## config.mk

```make
export PLATFORM = sky130hd
export DESIGN_NAME = instr_encoder
export DESIGN_NICKNAME = d
export VERILOG_FILES = /design/src/rtl/instr_encoder.sv
export SDC_FILE = /design/constraint.sdc
export NUM_CORES = 1
export LEC_CHECK = 0
export CAP_MARGIN = 20
export CORE_UTILIZATION = 47
export DETAILED_ROUTE_END_ITERATION = 6
export PLACE_DENSITY = 0.77
export SETUP_SLACK_MARGIN = 0.5
export SYNTH_ARGS = -nofsm -noshare
export SYNTH_HDL_FRONTEND = slang
export SYNTH_SLANG_ARGS = --single-unit
```

## constraint.sdc

```tcl
create_clock -name clk -period 2.43 [get_ports clk]
set_input_delay 0.486 -clock clk [delete_from_list [all_inputs] [get_ports clk]]
set_output_delay 0.486 -clock clk [all_outputs]
set_load 0.005 [all_outputs]
```

## src/rtl/instr_encoder.sv

```systemverilog
// rtl/instr_encoder.sv - packs symbolic instruction fields into addressed 16-bit words behind a small FIFO
// Optional HALT lock: define INSTR_ENC_HALT_LOCK_EN to block input after a legal HALT is accepted.
module instr_encoder #(
  parameter int ADDR_W     = 8,
  parameter int BASE_ADDR  = 0,
  parameter int FIFO_DEPTH = 2,
  localparam int FILL_W    = $clog2(FIFO_DEPTH + 1)
) (
  input  logic              clk,
  input  logic              reset,
  input  logic              clear,
  input  logic              in_valid,
  output logic              in_ready,
  input  logic [2:0]        opcode,
  input  logic [1:0]        op,
  input  logic [2:0]        rn,
  input  logic [2:0]        rd,
  input  logic [2:0]        rm,
  input  logic [1:0]        shift,
  input  logic [15:0]       imm,
  output logic              out_valid,
  input  logic              out_ready,
  output logic [15:0]       out_instr,
  output logic [ADDR_W-1:0] out_addr,
  output logic              err_imm,
  output logic              err_op,
  output logic [FILL_W-1:0] fill
);

  localparam int PTR_W = (FIFO_DEPTH > 1) ? $clog2(FIFO_DEPTH) : 1;
  localparam logic [PTR_W-1:0]  PTR_LAST  = PTR_W'(FIFO_DEPTH - 1);
  localparam logic [FILL_W-1:0] FILL_MAX  = FILL_W'(FIFO_DEPTH);
  localparam logic [ADDR_W-1:0] ADDR_BASE = ADDR_W'(BASE_ADDR);

  logic [15:0]       instr_mem_q [FIFO_DEPTH];
  logic [15:0]       instr_mem_d [FIFO_DEPTH];
  logic [ADDR_W-1:0] addr_mem_q  [FIFO_DEPTH];
  logic [ADDR_W-1:0] addr_mem_d  [FIFO_DEPTH];
  logic [PTR_W-1:0]  wr_ptr_q, wr_ptr_d;
  logic [PTR_W-1:0]  rd_ptr_q, rd_ptr_d;
  logic [FILL_W-1:0] fill_q, fill_d;
  logic [ADDR_W-1:0] addr_q, addr_d;
  logic              err_imm_q, err_imm_d;
  logic              err_op_q, err_op_d;
  logic              lock;

  logic [15:0] word;
  logic        legal_op;
  logic        imm_ok;
  logic        accept;
  logic        push;
  logic        pop;

  // Field packing and legality; imm_ok only matters for the immediate forms.
  always_comb begin
    word     = 16'h0000;
    legal_op = 1'b0;
    imm_ok   = 1'b1;
    case (opcode)
      3'b110: begin
        if (op == 2'b10) begin
          legal_op = 1'b1;
          word     = {3'b110, 2'b10, rn, imm[7:0]};
          imm_ok   = (imm == {{8{imm[7]}}, imm[7:0]});
        end else if (op == 2'b00) begin
          legal_op = 1'b1;
          word     = {3'b110, 2'b00, 3'b000, rd, shift, rm};
        end
      end
      3'b101: begin
        legal_op = 1'b1;
        case (op)
          2'b01:   word = {3'b101, 2'b01, rn, 3'b000, shift, rm};
          2'b11:   word = {3'b101, 2'b11, 3'b000, rd, shift, rm};
          default: word = {3'b101, op, rn, rd, shift, rm};
        endcase
      end
      3'b011, 3'b100: begin
        if (op == 2'b00) begin
          legal_op = 1'b1;
          word     = {opcode, 2'b00, rn, rd, imm[4:0]};
          imm_ok   = (imm == {{11{imm[4]}}, imm[4:0]});
        end
      end
      3'b111: begin
        if (op == 2'b00) begin
          legal_op = 1'b1;
          word     = 16'hE000;
        end
      end
      default: ;
    endcase
  end

  assign in_ready  = !reset && !clear && (fill_q < FILL_MAX) && !lock;
  assign accept    = in_valid && in_ready;
  assign push      = accept && legal_op && imm_ok;
  assign out_valid = (fill_q != '0);
  assign pop       = out_valid && out_ready;

  always_comb begin
    instr_mem_d = instr_mem_q;
    addr_mem_d  = addr_mem_q;
    wr_ptr_d    = wr_ptr_q;
    rd_ptr_d    = rd_ptr_q;
    fill_d      = fill_q;
    addr_d      = addr_q;
    err_imm_d   = err_imm_q;
    err_op_d    = err_op_q;

    if (push) begin
      instr_mem_d[wr_ptr_q] = word;
      addr_mem_d[wr_ptr_q]  = addr_q;
      wr_ptr_d = (wr_ptr_q == PTR_LAST) ? '0 : wr_ptr_q + PTR_W'(1);
      addr_d   = addr_q + ADDR_W'(1);
    end
    if (pop) begin
      rd_ptr_d = (rd_ptr_q == PTR_LAST) ? '0 : rd_ptr_q + PTR_W'(1);
    end
    case ({push, pop})
      2'b10:   fill_d = fill_q + FILL_W'(1);
      2'b01:   fill_d = fill_q - FILL_W'(1);
      default: fill_d = fill_q;
    endcase

    // An illegal pair masks any immediate problem in the same bundle.
    if (accept && !legal_op) begin
      err_op_d = 1'b1;
    end else if (accept && !imm_ok) begin
      err_imm_d = 1'b1;
    end

    if (clear) begin
      wr_ptr_d  = '0;
      rd_ptr_d  = '0;
      fill_d    = '0;
      addr_d    = ADDR_BASE;
      err_imm_d = 1'b0;
      err_op_d  = 1'b0;
    end
  end

  always_ff @(posedge clk) begin
    if (reset) begin
      instr_mem_q <= '{default: '0};
      addr_mem_q  <= '{default: '0};
      wr_ptr_q    <= '0;
      rd_ptr_q    <= '0;
      fill_q      <= '0;
      addr_q      <= ADDR_BASE;
      err_imm_q   <= 1'b0;
      err_op_q    <= 1'b0;
    end else begin
      instr_mem_q <= instr_mem_d;
      addr_mem_q  <= addr_mem_d;
      wr_ptr_q    <= wr_ptr_d;
      rd_ptr_q    <= rd_ptr_d;
      fill_q      <= fill_d;
      addr_q      <= addr_d;
      err_imm_q   <= err_imm_d;
      err_op_q    <= err_op_d;
    end
  end

`ifdef INSTR_ENC_HALT_LOCK_EN
  logic lock_q, lock_d;

  always_comb begin
    lock_d = lock_q;
    if (push && (opcode == 3'b111) && (op == 2'b00)) begin
      lock_d = 1'b1;
    end
    if (clear) begin
      lock_d = 1'b0;
    end
  end

  always_ff @(posedge clk) begin
    if (reset) begin
      lock_q <= 1'b0;
    end else begin
      lock_q <= lock_d;
    end
  end

  assign lock = lock_q;
`else
  assign lock = 1'b0;
`endif

  assign out_instr = out_valid ? instr_mem_q[rd_ptr_q] : 16'h0000;
  assign out_addr  = out_valid ? addr_mem_q[rd_ptr_q] : '0;
  assign err_imm   = err_imm_q;
  assign err_op    = err_op_q;
  assign fill      = fill_q;

endmodule

```

### Word-level counts from Yosys, hierarchy flattened

Cells that the tools add are included.

| storage, ports and cells | value |
|---|---|
| flip-flop bits (word level) | 62 |
| bits of input ports | 37 |

| cells by class | value |
|---|---|
| add/sub/neg operators | 5 |
| order comparisons | 4 |
| equality and inequality tests | 12 |
| mux-type cells | 29 |
| bitwise logic cells | 3 |
| reduce and logical (&&, ||, !) cells | 20 |

Operators by type and width:

| cell | count |
|---|---|
| $mux 16 | 9 |
| $pmux 16 s4 | 1 |
| $mux 8 | 5 |
| $bwmux 32 | 1 |
| $pmux 13 s2 | 1 |
| $bwmux 16 | 1 |
| $demux 16 s1 | 1 |
| $eq 3x3->1 const B | 4 |
| $eq 11x11->1 | 1 |
| $logic_and 1x1->1 | 9 |
| $add 8x1->8 const B | 1 |
| $demux 8 s1 | 1 |
| $eq 8x8->1 | 1 |
| $eq 2x2->1 const B | 3 |
| $mux 1 | 6 |
| $eq 2x1->1 const B | 2 |
| $ge 2x2->1 const B | 2 |
| $logic_not 1->1 | 4 |
| $not 1->2 | 2 |
| $pmux 2 s2 | 1 |
| $reduce_bool 2->1 | 2 |
| $reduce_or 2->1 | 2 |
| $eq 3x2->1 const B | 1 |
| $pmux 1 s3 | 1 |
| other kinds (10) | 11 |

### Longest topological paths before layout

Gate-level depths: netlist of run 1.

| depth | value |
|---|---|
| word-level depth | 8 |
| mapped depth | 11 |
| mapped depth without buffers | 9 |

### Least setup slack after synthesis of run 1

No wires, ideal clock.

| path | value |
|---|---|
| path kind | input port to flip-flop |
| start point | input port imm[8] |
| end point | register fill_q[1], in the netlist fill[1] |
| library setup time | 70 ps |
| arrival time | 2553 ps |
| required time | 2360 ps |
| setup slack | -193 ps |
| stages | 9 |
| buffers on the path | 1 |
| cells stage by stage | or4_1 nand4b_1 o22a_1 o211ai_1 buf_4 nand2_1 ha_1 or3_1 a21oi_1 |

| between the ends | value |
|---|---|
| cells in the longest elaborated chain, start to end | 6 |

RTL lines:

| what | line | source |
|---|---|---|
| start: declaration | 20 | `input logic [15:0] imm,` |
| $eq 11x11->1 or $eq 8x8->1 (tied branches) | 82, 64 |  |
| $mux 1, on equally long branches | 79, 61 |  |
| $pmux 1 s2 * | 59 | `case (opcode)` |
| $logic_and 1x1->1 * | 97 | `assign push = accept && legal_op && imm_ok;` |
| $eq 2x1->1 or $eq 2x2->1 (tied branches) | 120 | `case ({push, pop})` |
| $pmux 2 s2 or $reduce_bool 2->1 (tied branches) | -- |  |
| end signal: assignment | 158 | `fill_q <= fill_d;` |
| end: declaration | 41 | `logic [FILL_W-1:0] fill_q, fill_d;` |

Every way passes the cells marked *; elsewhere a longest branch is shown, timed or not.
A chain may end at the register's enable or synchronous reset.

### Worst setup path in the final report of run 1

| path | value |
|---|---|
| start point | input port imm[9] |
| end point | register fill_q[1], in the netlist fill[1] |

The elaborated chain is that of the path after synthesis.

==> out/metrics.yaml, run 1 <==
placement:
  dp_cells: 577
  gp_congestion: 0.923
  hpwlAfterDp_microns: 6310
  port_buffers: 66
  placed_area_sq_um: 4490
min_path:
  holdPathEnd: "addr_mem_q[8]"
  timing.hold.worst_path_depth: 2
  hold_start: "addr_mem_q[8]"
  hp-class: "reg2reg"
clocking:
  cts_buffer_depth: 2
  h-tree-depth: 3
  cts_tree: "yes"
  insertion_delay_ps: 350
  clkSinkCount: 62
  hold_buffers: 0
  numCtsBuffers: 9
  cts.root.buffer_cell: "clkbuf_8"
  clk_pin_slew_ps: 70
sta:
  setup_tns_ps: 0
  setup_violations: 0
  slew_headroom_pct: 56.7
  rsz0062_at_grt: "yes"
  fin_crit_ps: 2420
  hold_viol_final: 0
  skew_ps: 8.15
  fmax_mhz: 412
  timing.final.crit_share_pct: 99.8
  worst_slew_pin_slew_ps: 649
  report.final.slew_viol_count: 0
drt:
  final_antenna_net_count: 0
  post-route-drc-count: 0
  dr.pass1.iters: 5
  wl_per_cell_microns: 18.9
  via_count: 3763
  wl_microns: 12000
  drtIter0Drc: 344
  routed_via_density: 5.94
floorplan:
  core_sq_um: 6870
  io_pins: 67
  initial_core_util_pct: 49.1
  die_width_microns: 86.7
  dieArea_sq_um: 7520
  die_h_microns: 86.7
  rows: 30
yosys:
  synthFlopType: "dfxtp_1"
  synth_nets: 432
  yosys_warnings: 0
  synth_edf_count: 0
  ys_top_cells_by_area: "dfxtp_1 (37%), mux2i_1 (15%), nand2b_1 (6.3%)"
  synth_cell_types: 46
  syn_area_sq_um: 3370
  ys_seq_area_share_pct: 36.8
  synthArstFlopShare_pct: 0
  yosysTopAreaCellShare_pct: 36.8
  syn_area_per_cell_sq_um: 8.58
  synth-seq-cells: 62
  yosysTopAreaCell: "dfxtp_1"
  synthCells: 393
grt:
  grt-ovfl-total: 0
  grt_pass1_vias: 3518
  antenna_found_initial: 0
  grt_usage_pct: 29.8
  grt_start_max_net_pins: 45
  grt_pass1_wl_microns: 17000
critical_path:
  worstSetupPathType: "in2reg"
  reg2reg_setup_slack_ps: 400
  cp.required_ps: 2720
  cp-startpoint: "imm[9]"
  critPathCaptureType: "flop"
  crit_chain: "buf_8, or4_4, mux2i_2, a311oi_2, o211ai_1, buf_4, nand2_4, ha_4, xnor2_2, or3_4, a21oi_2"
  cp_data_arrival_time_ps: 2710
  cp_max_fo: 2
  worst-path-buf-inv: 2
  start_kind: "input port"
  reg2reg_to: "fill[1]"
  cp_top_family: "simple AND/OR/NAND/NOR gates"
  rr_worst_depth: 9
  crit_path_max_incr_delay_ps: 540
  slowest_stage: "or4_4"
  r2r_start: "fill[1]"
  worst-path-stages: 11
final_layout:
  fin_cells: 634
  syn_to_final_growth_pct: 59.4
  finalNetCount: 572
  diodes: 0
  stdcell_area_sq_um: 5380
  drive_above_1_share_pct: 32.3
job:
  maxCapViolCount: 0
power_and_ir_drop:
  worst_ir_drop_vdd_mv: 0.297
  power_density_nw_per_um2: 425
  finalPower_mw: 2.28
  leakagePower_nw: 2.28
status:
  outcome: "completed"
[synth_stat cells, types with 5 or more instances]
cell and n:
a21oi_1 23, a22oi_1 8, clkbuf_1 20, dfxtp_1 62, inv_1 5, mux2_2 6, mux2i_1 51, nand2_1 16
nand2b_1 34, nand3_1 11, nand4_1 12, nor2_1 37, nor2b_1 13, o21ai_0 25, o31ai_1 6, or2_2 6
or4_1 5
[routing by layer]
| layer | vias to the layer above | routed length, microns | GRT usage (%) | part of all wire (%) |
|---|---|---|---|---|
| met2 | 254 | 5870 | 52.5 | 49 |
| met3 | 64 | 878 | 7.14 | 7.3 |
| met4 | 0 | 606 | 16.7 | 5.1 |
| li1 | 1692 | - | - | - |
| met5 | - | 0 | 0 | 0 |
| met1 | 1753 | 4620 | 32.8 | 39 |
[report_power, final]
| part | total, mW | internal (mW) | switching (mW) | leakage [nW] |
|---|---|---|---|---|
| registers | 1.02 | 1.02 | 0.00321 | 0.501 |
| logic | 0.321 | 0.169 | 0.152 | 1.68 |
| clock network | 0.942 | 0.529 | 0.413 | 0.0996 |
| total | 2.28 | 1.71 | 0.568 | 2.28 |
[tightest hold or removal path: cells and delay by family, from the launching register on]
family | cells | cell delay (ps)
AOI/OAI and AO/OA | 1 | 50
DFF | 1 | 310
and+or+nand+nor | 1 | 60
[flip-flops by register name (all words and copies together) (netlist names)]
register / flops
err_op: 1
err_imm: 1
fill: 2
instr_mem_q: 32
addr_mem_q: 16
rd_ptr_q: 1
wr_ptr_q: 1
addr_q: 8
[how the worst max path moves through the flow]
stage / endpoint
finish: fill[1]
global route: fill[1]
floorplan: fill[1]
detailed placement: fill[1]
global placement: instr_mem_q[29]
CTS: fill[1]
[cell usage in the layout (no fill, tap or decap), types with 14 or more instances in the layout]
cell type,n
buf_6,17
dfxtp_1,60
o21ai_1,20
nand2_1,14
mux2i_1,48
a21oi_1,20
nand2b_1,34
buf_4,56
clkdlybuf4s50_1,25
nor2_1,35
[stage by stage]
step	setup slack, ps	hold slack (ps)	util [%]
floorplan	-99.0	449	-
global placement	-579	458	65.0
detailed placement	-680	466	65.4
CTS	89.6	473	75.8
global route	-57.4	493	78.3
finish	5.12	470	78.3
[timing repair]
action,4_1_cts,5_1_grt
cloned,6,0
buffers inserted,23,12
pin swaps,22,15
endpoints found under the setup margin,86,87
resized for setup,118,56
[kinds of logic (layout without fill, tap and decap cells)]
kind of cell / count (synthesis) / in the layout / share of synthesized area (%)
and+or+nand+nor: 159 / 160 / 26.2
xor gates and xnor gates: 4 / 4 / 1.04
buffers and inverters: 33 / 177 / 4.30
AOI/OAI and AO/OA: 76 / 76 / 13.7
DFF: 62 / 62 / 36.8
adders and majority gates: 2 / 2 / 0.742
muxes: 57 / 57 / 17.1
[area by class of cell]
class | count | area (sq um)
Clock buffer | 13 | 159
Clock inverter | 3 | 42.5
Fill cell | 400 | 1490
Inverter | 5 | 18.8
Multi-Input combinational cell | 299 | 2200
Sequential cell | 62 | 1250
Tap cell | 96 | 120
Timing Repair Buffer | 156 | 1580
(Power assumes the default switching activity.)
==> run 2, diff against run 1 <==
GPL_TIMING_DRIVEN = 1   (was unset)
==> results of run 2 <==
No change in the layout: final DEF, timing and power equal those of run 1.
==> run 3, diff against run 2 <==
MAX_ROUTING_LAYER = met4   (was unset)
==> out/metrics.yaml, run 3 (synthesized netlist as in run 1, its figures left out) <==
status:
  outcome: "completed"
sta:
  worst_slew_pin_slew_ps: 630  # -19.2 ps
  skew_ps: 8.92  # +0.764 ps
  setup_violations: 0  # unchanged
  setup_ws_ps: 38.8  # +33.7 ps
  fin_crit_ps: 2390  # -33.7 ps
  report.final.slew_viol_count: 0  # unchanged
  slew_headroom_pct: 58.0  # +1.3 points
  timing.final.crit_share_pct: 98.4  # -1.4 points
  setup_tns_ps: 0  # unchanged
  rsz0062_at_grt: "yes"
  fmax_mhz: 418  # +1.4%
  hold_viol_final: 0  # unchanged
floorplan:
  die_width_microns: 86.7  # unchanged
  core_sq_um: 6870  # unchanged
  initial_core_util_pct: 49.1  # unchanged
  io_pins: 67  # unchanged
  dieArea_sq_um: 7520  # unchanged
  rows: 30  # unchanged
  die_h_microns: 86.7  # unchanged
placement:
  gp_congestion: 0.939  # +1.8%
  pre_cts_slack_ps: -680  # unchanged
  port_buffers: 66  # unchanged
  hpwlAfterDp_microns: 6310  # unchanged
clocking:
  hold_buffers: 0  # unchanged
  h-tree-depth: 3  # unchanged
  numCtsBuffers: 9  # unchanged
  cts.root.buffer_cell: "clkbuf_8"
  clkSinkCount: 62  # unchanged
  clk_pin_slew_ps: 70  # about the same
  cts_tree: "yes"
  cts_buffer_depth: 2  # unchanged
  insertion_delay_ps: 340  # about the same
critical_path:
  r2r_start: "fill[1]"
  rr_worst_depth: 9  # unchanged
  cp_max_fo: 2  # unchanged
  start_kind: "input port"
  worstSetupPathType: "in2reg"
  cp.required_ps: 2710  # about the same
  reg2reg_setup_slack_ps: 360  # -40 ps
  critPathCaptureType: "flop"
  cp_data_arrival_time_ps: 2670  # -40 ps
  reg2reg_to: "fill[1]"
final_layout:
  diodes: 0  # unchanged
  mostFrequentLayoutCell: "dfxtp_1"
  nFillCells: 397  # -0.75%
  reg_top3: "instr_mem_q (32), addr_mem_q (16), addr_q (8)"
  regArea_sq_um: 1250  # unchanged
  syn_to_final_growth_pct: 59.3  # about the same
  multi_input_area_sq_um: 2200  # unchanged
  drive_above_1_share_pct: 32.2  # -0.13 points
  final_cell_mix: "dfxtp_1 (60), buf_4 (55), mux2i_1 (48)"
  largest_reg_flops: 32  # unchanged
  finalNetCount: 571  # -0.17%
  regMostFlops: "instr_mem_q"
  final_util_pct: 78.2  # about the same
drt:
  wl_microns: 11400  # -5.2%
  dr.pass1.iters: 5  # unchanged
  routed_via_density: 5.76  # -3.0%
  wl_per_cell_microns: 17.9  # -5.1%
  drtIter0Drc: 246  # -28%
  via_count: 3645  # -3.1%
  final_antenna_net_count: 0  # unchanged
  post-route-drc-count: 0  # unchanged
power_and_ir_drop:
  finalPower_mw: 2.27  # -0.69%
  power_density_nw_per_um2: 422  # -0.59%
  leakagePower_nw: 2.28  # -0.19%
  worst_ir_drop_vdd_mv: 0.298  # +0.26%
grt:
  grt_usage_pct: 30.6  # +0.87 points
  grt_pass1_vias: 3520  # +0.057%
  antenna_found_initial: 0  # unchanged
  grt_pass1_wl_microns: 17000  # +0.20%
  grt-ovfl-total: 0  # unchanged
  grt_start_max_net_pins: 45  # unchanged
job:
  maxCapViolCount: 0  # unchanged
min_path:
  holdPathEnd: "addr_mem_q[8]"
  hp-class: "reg2reg"
  hold_start: "addr_mem_q[8]"
  timing.hold.worst_path_depth: 2  # unchanged
run 3: cell types whose count changed in the layout (fill, tap and decap cells not counted):
cell,change
buf_4,-1
buf_8,-1
buf_6,+2
clkbuf_2,-1
run 3: cell type report:
| cell class | instances | share of cell area (%) |
|---|---|---|
| clock inverter | 3 | 0.792 |
| inverter | 5 | 0.349 |
| timing repair buffer | 155 | 29.4 |
| sequential | 62 | 23.2 |
| tap | 96 | 2.24 |
| clock buffer | 13 | 2.96 |
| multi-input combinational | 299 | 41.0 |
run 3: metrics by stage:
stage	std cells	area [sq um]	hold slack, ps
2_1_floorplan	393	3440	449
3_3_place_gp	576	4460	458
3_5_place_dp	577	4490	466
4_1_cts	622	5210	473
5_1_grt	633	5370	493
6_report	633	5370	472
run 3: routing by layer:
layer  wire [microns]  up-vias  track usage (%)
met5                0        -                -
met4              466        0             16.7
met3              708       56             6.67
met2             5720      190             52.8
met1             4450     1716             32.8
li1                 -     1683                -
run 3: how the worst max path moves through the flow:
stage,slack [ps],startpoint,end
final,40,imm[11],fill[1]
after global routing,-40,imm[11],fill[1]
after CTS,90,imm[8],fill[1]
after detailed placement,-680,imm[11],fill[1]
after global placement,-580,imm[11],instr_mem_q[29]
after floorplan,-100,imm[11],fill[1]
run 3: worst max-delay path: stages:
cell	delay, ps
buf_6	100
or4_4	540
nand4b_1	230
o22a_1	240
o211ai_1	100
buf_4	160
nand2_4	60
ha_4	170
xnor2_2	130
or3_4	330
a21oi_2	120
run 3: repair_timing:
action / in CTS / in global routing
gates cloned: 6 / 0
resized for setup: 118 / 56
setup buffers: 23 / 11
endpoints found under the setup margin: 86 / 87
pin swaps: 22 / 15
run 3: where the power goes:
group          switching (mW)  total, mW  internal (mW)
combinational           0.145      0.314          0.169
clock                   0.405      0.934          0.529
sequential            0.00296       1.02           1.02
total                   0.553       2.27           1.71
